===== config.mk =====
export PLATFORM = sky130hd
export DESIGN_NAME = sync_event_tracker
export DESIGN_NICKNAME = d
export VERILOG_FILES = /design/src/rtl/sync_event_tracker.sv
export SDC_FILE = /design/constraint.sdc
export NUM_CORES = 1
export LEC_CHECK = 0
export CORE_ASPECT_RATIO = 1.4
export CORE_MARGIN = 2
export CORE_UTILIZATION = 32
export DETAILED_ROUTE_END_ITERATION = 16
export GPL_TIMING_DRIVEN = 1
export RECOVER_POWER = 50
export SLEW_MARGIN = 20
export SYNTH_ARGS = -nofsm -noshare
export SYNTH_HDL_FRONTEND = slang
export SYNTH_SLANG_ARGS = --single-unit

===== constraint.sdc =====
create_clock -name clock -period 8.6 [get_ports clock]
set_clock_uncertainty 0.1 [all_clocks]
set_input_delay 0.86 -clock clock [delete_from_list [all_inputs] [get_ports clock]]
set_output_delay 0.86 -clock clock [all_outputs]
set_load 0.005 [all_outputs]

===== src/rtl/sync_event_tracker.sv =====
// sync_event_tracker: decodes marker instructions on the commit lanes, tracks
// phase state and a protocol-error flag, counts markers per code, and runs an
// arm/expire transaction window.
//
//  state    | meaning
//  ---------+----------------------------------------------------------
//  ST_IDLE  | no window open; waiting for an arming marker or spec_done
//  ST_ARMED | window open; timer counting down toward expiry
//  ST_DONE  | window closed; tsx_done high until INIT_START or reset
module sync_event_tracker #(
    parameter int          NUM_LANES = 2,
    parameter int          WINDOW    = 4,
    parameter int          CNT_W     = 16,
    parameter logic [14:0] ARM_MASK  = 15'h0012
) (
    input  logic                   clock,
    input  logic                   reset,
    input  logic [NUM_LANES-1:0]   commit_valid,
    input  logic [32*NUM_LANES-1:0] commit_inst,
    input  logic                   spec_done,
    output logic [NUM_LANES-1:0]   evt_valid,
    output logic [4*NUM_LANES-1:0] evt_code,
    output logic [6:0]             phase_active,
    output logic                   phase_err,
    output logic                   tsx_done,
    output logic                   sim_exit,
    output logic [15*CNT_W-1:0]    evt_count
);

    localparam logic [1:0] ST_IDLE  = 2'd0;
    localparam logic [1:0] ST_ARMED = 2'd1;
    localparam logic [1:0] ST_DONE  = 2'd2;

    localparam int         TMR_W    = 8;
    localparam logic [TMR_W-1:0] WIN_LOAD = TMR_W'(WINDOW - 1);

    localparam logic [3:0] CODE_INIT_START = 4'd8;
    localparam logic [3:0] CODE_SIM_EXIT   = 4'd14;

    // Code 15 is not a marker, so its arm bit is forced to zero.
    localparam logic [15:0] ARM_VEC = {1'b0, ARM_MASK};

    logic [NUM_LANES-1:0] mk_valid;
    logic [3:0]           mk_code [NUM_LANES];
    logic                 arm_hit;
    logic                 init_hit;
    logic                 exit_hit;

    logic [6:0]           phase_nxt;
    logic                 err_nxt;

    logic [CNT_W-1:0]     cnt_q   [15];
    logic [CNT_W-1:0]     cnt_nxt [15];

    logic [1:0]           state_q;
    logic [1:0]           state_nxt;
    logic [TMR_W-1:0]     tmr_q;
    logic [TMR_W-1:0]     tmr_nxt;

    // Decode each lane's committed instruction into a marker code and summarize hits.
    always_comb begin
        arm_hit  = 1'b0;
        init_hit = 1'b0;
        exit_hit = 1'b0;
        for (int i = 0; i < NUM_LANES; i++) begin
            mk_code[i]  = commit_inst[32*i+20 +: 4];
            mk_valid[i] = commit_valid[i]
                          && (commit_inst[32*i+24 +: 8] == 8'h00)
                          && (commit_inst[32*i +: 20] == 20'h02013)
                          && (mk_code[i] != 4'hf);
            if (mk_valid[i]) begin
                if (ARM_VEC[mk_code[i]])              arm_hit  = 1'b1;
                if (mk_code[i] == CODE_INIT_START)    init_hit = 1'b1;
                if (mk_code[i] == CODE_SIM_EXIT)      exit_hit = 1'b1;
            end
        end
    end

    // Apply phase START/END markers in ascending lane order, flagging protocol errors.
    always_comb begin
        phase_nxt = phase_active;
        err_nxt   = phase_err;
        for (int i = 0; i < NUM_LANES; i++) begin
            if (mk_valid[i] && (mk_code[i] < CODE_SIM_EXIT)) begin
                if (!mk_code[i][0]) begin
                    if (phase_nxt[mk_code[i][3:1]]) err_nxt = 1'b1;
                    phase_nxt[mk_code[i][3:1]] = 1'b1;
                end else begin
                    if (!phase_nxt[mk_code[i][3:1]]) err_nxt = 1'b1;
                    phase_nxt[mk_code[i][3:1]] = 1'b0;
                end
            end
        end
    end

    // Saturating per-code counters; several lanes may hit the same code in one cycle.
    always_comb begin
        for (int k = 0; k < 15; k++) begin
            logic [3:0]       inc;
            logic [CNT_W+3:0] sum;
            inc = 4'd0;
            for (int i = 0; i < NUM_LANES; i++) begin
                if (mk_valid[i] && (mk_code[i] == 4'(k))) inc = inc + 4'd1;
            end
            sum = {4'd0, cnt_q[k]} + {{CNT_W{1'b0}}, inc};
            if (sum[CNT_W+3:CNT_W] != 4'd0) cnt_nxt[k] = {CNT_W{1'b1}};
            else                            cnt_nxt[k] = sum[CNT_W-1:0];
        end
    end

    // Window FSM: spec_done forces DONE, INIT_START reopens, the timer expires the window.
    always_comb begin
        state_nxt = state_q;
        tmr_nxt   = tmr_q;
        case (state_q)
            ST_IDLE: begin
                if (spec_done) begin
                    state_nxt = ST_DONE;
                end else if (arm_hit) begin
                    tmr_nxt   = WIN_LOAD;
                    state_nxt = (WIN_LOAD == '0) ? ST_DONE : ST_ARMED;
                end
            end
            ST_ARMED: begin
                if (spec_done) begin
                    state_nxt = ST_DONE;
                end else if (init_hit) begin
                    state_nxt = ST_IDLE;
                end else begin
                    // Terminal count: the timer reaches 0 on this edge, so DONE follows it.
                    tmr_nxt = tmr_q - 1'b1;
                    if (tmr_q == TMR_W'(1)) state_nxt = ST_DONE;
                end
            end
            ST_DONE: begin
                if (init_hit) state_nxt = ST_IDLE;
            end
            default: state_nxt = ST_IDLE;
        endcase
    end

    // Register all tracker state; reset discards any markers in the same cycle.
    always_ff @(posedge clock) begin
        if (reset) begin
            evt_valid    <= '0;
            evt_code     <= '0;
            phase_active <= '0;
            phase_err    <= 1'b0;
            sim_exit     <= 1'b0;
            state_q      <= ST_IDLE;
            tmr_q        <= '0;
            for (int k = 0; k < 15; k++) cnt_q[k] <= '0;
        end else begin
            evt_valid    <= mk_valid;
            for (int i = 0; i < NUM_LANES; i++)
                evt_code[4*i +: 4] <= mk_valid[i] ? mk_code[i] : 4'd0;
            phase_active <= phase_nxt;
            phase_err    <= err_nxt;
            sim_exit     <= sim_exit | exit_hit;
            state_q      <= state_nxt;
            tmr_q        <= tmr_nxt;
            for (int k = 0; k < 15; k++) cnt_q[k] <= cnt_nxt[k];
        end
    end

    assign tsx_done = (state_q == ST_DONE);

    for (genvar k = 0; k < 15; k++) begin : g_cnt_out
        assign evt_count[CNT_W*k +: CNT_W] = cnt_q[k];
    end

endmodule

Word level (Yosys, flattened, before mapping)
Memory sizes are Yosys's and may differ from the RTL's.
Cells that the tools add are included.
{"block": "word_totals", "wordCells": 290, "mem_bits_ro": 32, "n_memories": 3, "ram_bits": 240, "out_inout_bits": 260, "regBits": 29, "input_bits": 69}
{"block": "classes", "reduce_logical": 65, "n_addsub": 31, "order_cmp": 8, "bitwise": 24, "n_eq_ne": 42, "n_mux": 109}
{"memory": "cnt_q", "depth": 15, "width": 16, "read_ports": 15, "rd_ports_with_merged_regs": 0, "wr": 15, "line_no": "52", "rtl": "logic [CNT_W-1:0] cnt_q [15];"}
{"memory": "(name not given)", "depth": 16, "width": 1, "read_ports": 1, "rd_ports_with_merged_regs": 0, "wr": 0, "line_no": "72", "rtl": "if (ARM_VEC[mk_code[i]]) arm_hit = 1'b1;"}
{"memory": "(name not given)", "depth": 16, "width": 1, "read_ports": 1, "rd_ports_with_merged_regs": 0, "wr": 0, "line_no": "72"}
{"cell": "16-bit 2-to-1 mux", "count": 30}
{"cell": "16-bit by 4-bit adder with 17-bit output", "count": 15}
{"cell": "4-bit by 1-bit adder with 4-bit output (second input constant)", "count": 15}
{"cell": "4-bit 2-to-1 mux", "count": 15}
{"cell": "4-bit nonzero test", "count": 15}
{"cell": "4-bit == test (second input constant)", "count": 14}
{"cell": "1-bit 2-to-1 mux", "count": 44}
{"cell": "20-bit by 14-bit == test with 1-bit output (second input constant)", "count": 2}
{"cell": "1-bit logical AND", "count": 40}
{"cell": "4-bit by 3-bit == test with 1-bit output (second input constant)", "count": 8}
{"cell": "8-bit 2-to-1 mux", "count": 4}
{"cell": "7-bit 2-to-1 mux", "count": 4}
{"cell": "4-bit by 2-bit == test with 1-bit output (second input constant)", "count": 4}
{"cell": "8-bit zero test", "count": 2}
{"cell": "1-bit bitwise OR", "count": 16}
{"cell": "8-bit one-hot mux with 2 select lines", "count": 1}
{"cell": "7-bit AND", "count": 2}
{"cell": "7-bit inverter", "count": 2}
{"cell": "7-bit bitwise OR", "count": 2}
{"cell": "2-bit 2-to-1 mux", "count": 6}
{"cell": "4-bit != test (second input constant)", "count": 3}
{"cell": "4-bit by 5-bit less-than comparator with 1-bit output (second input constant)", "count": 2}
{"cell": "4-bit by 1-bit == test with 1-bit output (second input constant)", "count": 2}
{"cell": "8-bit by 1-bit == test with 1-bit output (second input constant)", "count": 1}
{"cell": "19 further kinds", "count": 30}

Logic depth before layout (Yosys ltp)
{"block": "logic_depth", "word_depth": 13, "depth_mapped": 17, "depth_no_buf": 16}

Least setup slack after synthesis
No wires, ideal clock.
{"block": "synth_path", "path_type": "input-to-reg", "from": "in commit_inst[44]", "to": "mem cnt_q[11][3] (netlist: cnt_q[1][51])", "required_time_ps": 8430, "t_arrival_ps": 4032, "slack_ps": 4398, "cell_stages": 15, "cell_sequence": "nor4b_1 -> nand4_1 -> nor3_1 -> nand2_1 -> nor2_1 -> ha_1 -> ha_1 -> inv_1 -> fa_1 -> nand3b_1 -> nor2_1 -> nand4_1 -> or3_1 -> clkbuf_1 -> a21oi_1"}
{"item": "start: declaration", "line_no": "19", "rtl": "input logic [32*NUM_LANES-1:0] commit_inst,"}
{"item": "end: declaration", "line_no": "52"}

==> results.txt <==
The transition at the pin with the smallest max-transition slack is 1.00 ns. TritonCTS built the clock tree. The worst register-to-register path begins at cnt_q[0][33]$_SDFF_PP0_. The root buffer cell chosen for the clock tree is sky130_fd_sc_hd__clkbuf_16. After synthesis, the most frequently instantiated cells are sky130_fd_sc_hd__dfxtp_1 (269), sky130_fd_sc_hd__a21oi_1 (215), sky130_fd_sc_hd__nor2_1 (137).

The logic gate share of total power came out at between 3 and 4%. The ratio of cells with drive above 1 in the final layout came out at 3.91%. In the post-synthesis netlist, the biggest area contributors are sky130_fd_sc_hd__dfxtp_1 (41%), sky130_fd_sc_hd__a21oi_1 (8.2%), sky130_fd_sc_hd__xor2_1 (6.5%). Among cell families on the critical path, the largest total delay comes from simple AND/OR/NAND/NOR gates. The core utilization of the finished layout came out at roughly 44%. The placed wire-length estimate after detailed placement is roughly 28 mm. The worst hold path belongs to the class flip-flop to flip-flop.

The total via count in the routed design came out at 11800. The sum of overflow across all layers after global routing came out at 0. The count of H-tree levels built during CTS came out at 1. The most critical setup path has its startpoint at commit_inst[41]. The wire length of the first global-routing pass is approximately 60 mm. Dividing the detail-routed wire length by the instance count gives 15.8 µm. The number of max-capacitance violations reported is 0. The core region is just over 0.04 mm². Post-CTS repair changed the size of 0 cells. The hold violation total from the final report is 0. The power density normalized to cell area came out at 142 mW/mm². After synthesis the cells add up to approximately 0.013 mm². The register bit count reported by yosys is ~270.

The share of the cycle needed by the critical path after routing came out at about three fifths. The layout net count is slightly below 2000. The internal portion of total power is between 1.5 and 2 mW. The clock transition at the registers of the reported paths is about 0.060 ns. The count of hold buffers inserted by post-cts repair came out at 0.

The last weighted congestion value of the routability-driven placer came out at 0.835. The cell count after placement is 2323. The largest net degree at the start of global routing came out at 92. The buffer depth of the longest clock path is 3. The number of clock sinks is between 200 and 300. The switching power total came out at 0.557 mW. The starting DRC count in detailed routing is a little under 700. The final instance area is 0.0178 mm².

The master of the slowest instance on the critical path is sky130_fd_sc_hd__nor3_1. The combined global-route utilization of all metal layers is between 10% and 20%. In this run the remaining antenna-violating nets after routing total 0. The proportion of synthesized flip-flops having asynchronous set or reset came out at 0%. The number of instances in the synthesized netlist is about 1500. The number of warning messages in the yosys log came out at 0. The biggest cell delay along the critical path came out at ~0.8 ns. The filler-free cell count of the finished design came out at approximately 2400. The full die area came out at about 0.043 mm². Of all cell types, the one taking the most synthesized area is sky130_fd_sc_hd__dfxtp_1. The worst endpoint required time is 8.98 ns. The fraction of the yosys area taken by sequential cells is about two fifths. The critical path goes through dlygate4sd3_1 -> nor4_1 -> nand4_1 -> nor3_1 -> nand3_1 -> nor2_1 -> ha_1 -> ha_1 -> inv_1 -> fa_1 -> nor3b_1 -> nand2b_1 -> nor2_1 -> and3_1 -> nand3_1 -> a21oi_1. In this run, distinct cell masters in the synthesized netlist total 66.

The total CTS buffers came out at 29. Before CTS, the worst setup slack after placement is 2.88 ns. The fmax is around 0.19 GHz. The top fanout value on the critical path is 13. The worst setup path is captured at a flip-flop. The post-synthesis to final-layout area growth is 35.4%. The smallest clock period supported by the final layout is computed as ~5.3 ns. Measured against its own limit, the worst slew margin works out to between 30 and 40%.

The number of rows created at floorplan came out at 87. In this run, the clock network consumes around 47% of the power. The most common cell in the synthesized netlist is sky130_fd_sc_hd__dfxtp_1. The flow ran to the end, and the final reports show no timing, DRC or antenna violations.

The count of buffering cells on the critical path with inverters included is 2. The horizontal extent of the die came out at ~180 µm. The final routed DRC violation total is 0. Setup slack closes at between 3 and 4 ns. The first-pass iteration count of the detailed router is 5.

Among all flip-flop cells after synthesis, the most frequent one is sky130_fd_sc_hd__dfxtp_1. The number of port buffers came out at ~330. The fraction of post-synthesis cell area in the top cell type by area came out at roughly 41%.

The peak supply drop came out at about 0.16 mV. The post-synthesis net count came out at around 1600. Using the TritonRoute via totals, the vias-per-cell ratio works out to slightly below 5. After detailed placement, the total cell area comes to roughly 0.017 mm². The number of global-route vias before repair came out at 11500.

The sum of negative setup slack is 0 ns. The final antenna diode count came out at 0. The setup-violating endpoint count in the final report is 0. For the worst setup path, the data arrival time is ~5.6 ns.

The mean post-synth cell area came out at 8.68 µm². The count of buffers added by post-CTS timing repair for setup came out at 0. The total wire length after detailed routing came out at approximately 38 mm. The switching power as a share of total power is between 20% and 30%. Setup repair after global routing left no endpoint under its margin. The worst setup path is launched from an input pin. The die outline height came out at 244 µm. For this design the static power due to leakage is just under 7 nW. The starting utilization of the core area is between 30% and 40%. The setup path with the least slack is of type input pin to flip-flop.

The number of ports placed on the die boundary is 329. After layout, the design draws a total of 2.52 mW. The initial antenna violation count is 0. The number of synthesized flops with an enable pin is 0. The post-route worst hold slack is ~0.37 ns. Sequential cells account for a little under 50% of the total power.

At the later pin of the worst-skew pair, clock insertion delay measures around 0.56 ns. The worst hold path startpoint is sim_exit$_SDFF_PP0_. The count of pins over their slew limit is 0.
==> worst paths after layout <==
path                                  end  slack (ns)  depth (start not counted)
setup / recovery  cnt_q[1][65]$_SDFF_PP0_        3.34                         16
setup reg to reg  cnt_q[0][32]$_SDFF_PP0_        5.85                          7
hold reg to reg       sim_exit$_SDFF_PP0_        0.37                          2
hold / removal        sim_exit$_SDFF_PP0_        0.37                          2
==> power groups by stage <==
stage | clock network (mW) | registers [mW] | logic [mW]
final | 1.19 | 1.25 | 0.0829
after global routing | 1.29 | 1.25 | 0.0894
after CTS | 1.24 | 1.25 | 0.0836
after detailed placement | 0 | 1.27 | 0.0835
after global placement | 0 | 1.27 | 0.0829
after floorplan | 0 | 1.27 | 0.0369
==> per-layer routing <==
| layer | vias up | wire length [µm] | global-route usage [%] | part of all wire [%] |
|---|---|---|---|---|
| li1 | 5881 | - | - | - |
| met1 | 5523 | 14800 | 19.5 | 39 |
| met2 | 332 | 19300 | 31.7 | 51 |
| met3 | 52 | 2370 | 3.40 | 6.3 |
| met4 | 0 | 1090 | 6.08 | 2.9 |
| met5 | - | 0 | 0 | 0 |
==> sequential cells by signal (all words and copies together), names as in the netlist <==
register	count
state_q	2
sim_exit	1
phase_err	1
phase_active	7
evt_code	8
evt_valid	2
tmr_q	8
cnt_q	240
==> worst min-delay path: cells and delay by family (launching register included) <==
kind,cells,cell delay [ns]
AND/OR/NAND/NOR,2,0.12
flip-flops,1,0.32
==> cells in the final DEF (no fill, tap or decap), types with 12 or more instances in the layout <==
cell type	count
sky130_fd_sc_hd__dlygate4sd3_1	260
sky130_fd_sc_hd__inv_1	76
sky130_fd_sc_hd__clkdlybuf4s50_1	67
sky130_fd_sc_hd__fa_1	15
sky130_fd_sc_hd__a21oi_1	215
sky130_fd_sc_hd__mux2i_1	14
sky130_fd_sc_hd__nor2b_1	20
sky130_fd_sc_hd__nand2b_1	20
sky130_fd_sc_hd__or3_1	12
sky130_fd_sc_hd__and3_1	28
sky130_fd_sc_hd__nor2_1	137
sky130_fd_sc_hd__ha_1	47
sky130_fd_sc_hd__and2_1	12
sky130_fd_sc_hd__nor3_1	41
sky130_fd_sc_hd__nand3b_1	16
sky130_fd_sc_hd__clkbuf_16	29
sky130_fd_sc_hd__o21ai_0	13
sky130_fd_sc_hd__dfxtp_1	269
sky130_fd_sc_hd__nand4_1	42
sky130_fd_sc_hd__nand3_1	82
sky130_fd_sc_hd__a31oi_1	19
sky130_fd_sc_hd__nand2_1	98
sky130_fd_sc_hd__xor2_1	98
sky130_fd_sc_hd__xnor2_1	71
==> area by class of cell <==
type	count	area (µm²)
inverter	76	285
timing repair buffer	331	3310
tap	534	668
multi-input combinational	1113	7250
clock buffer	44	852
clock inverter	7	42.5
sequential	269	5390
fill	3894	22600
==> logic make-up (layout without fill, tap and decap cells) <==
family,count (synthesis),count (layout),share of synthesized area [%]
DFF,269,269,41.0
muxes,16,16,1.24
buffers and inverters,131,458,3.85
xor gates and xnor gates,169,169,11.3
adders and majority gates,62,62,6.76
and+or+nand+nor,570,570,23.2
AOI/OAI and AO/OA,296,296,12.7
No activity file was read; power rests on OpenSTA's default activity.
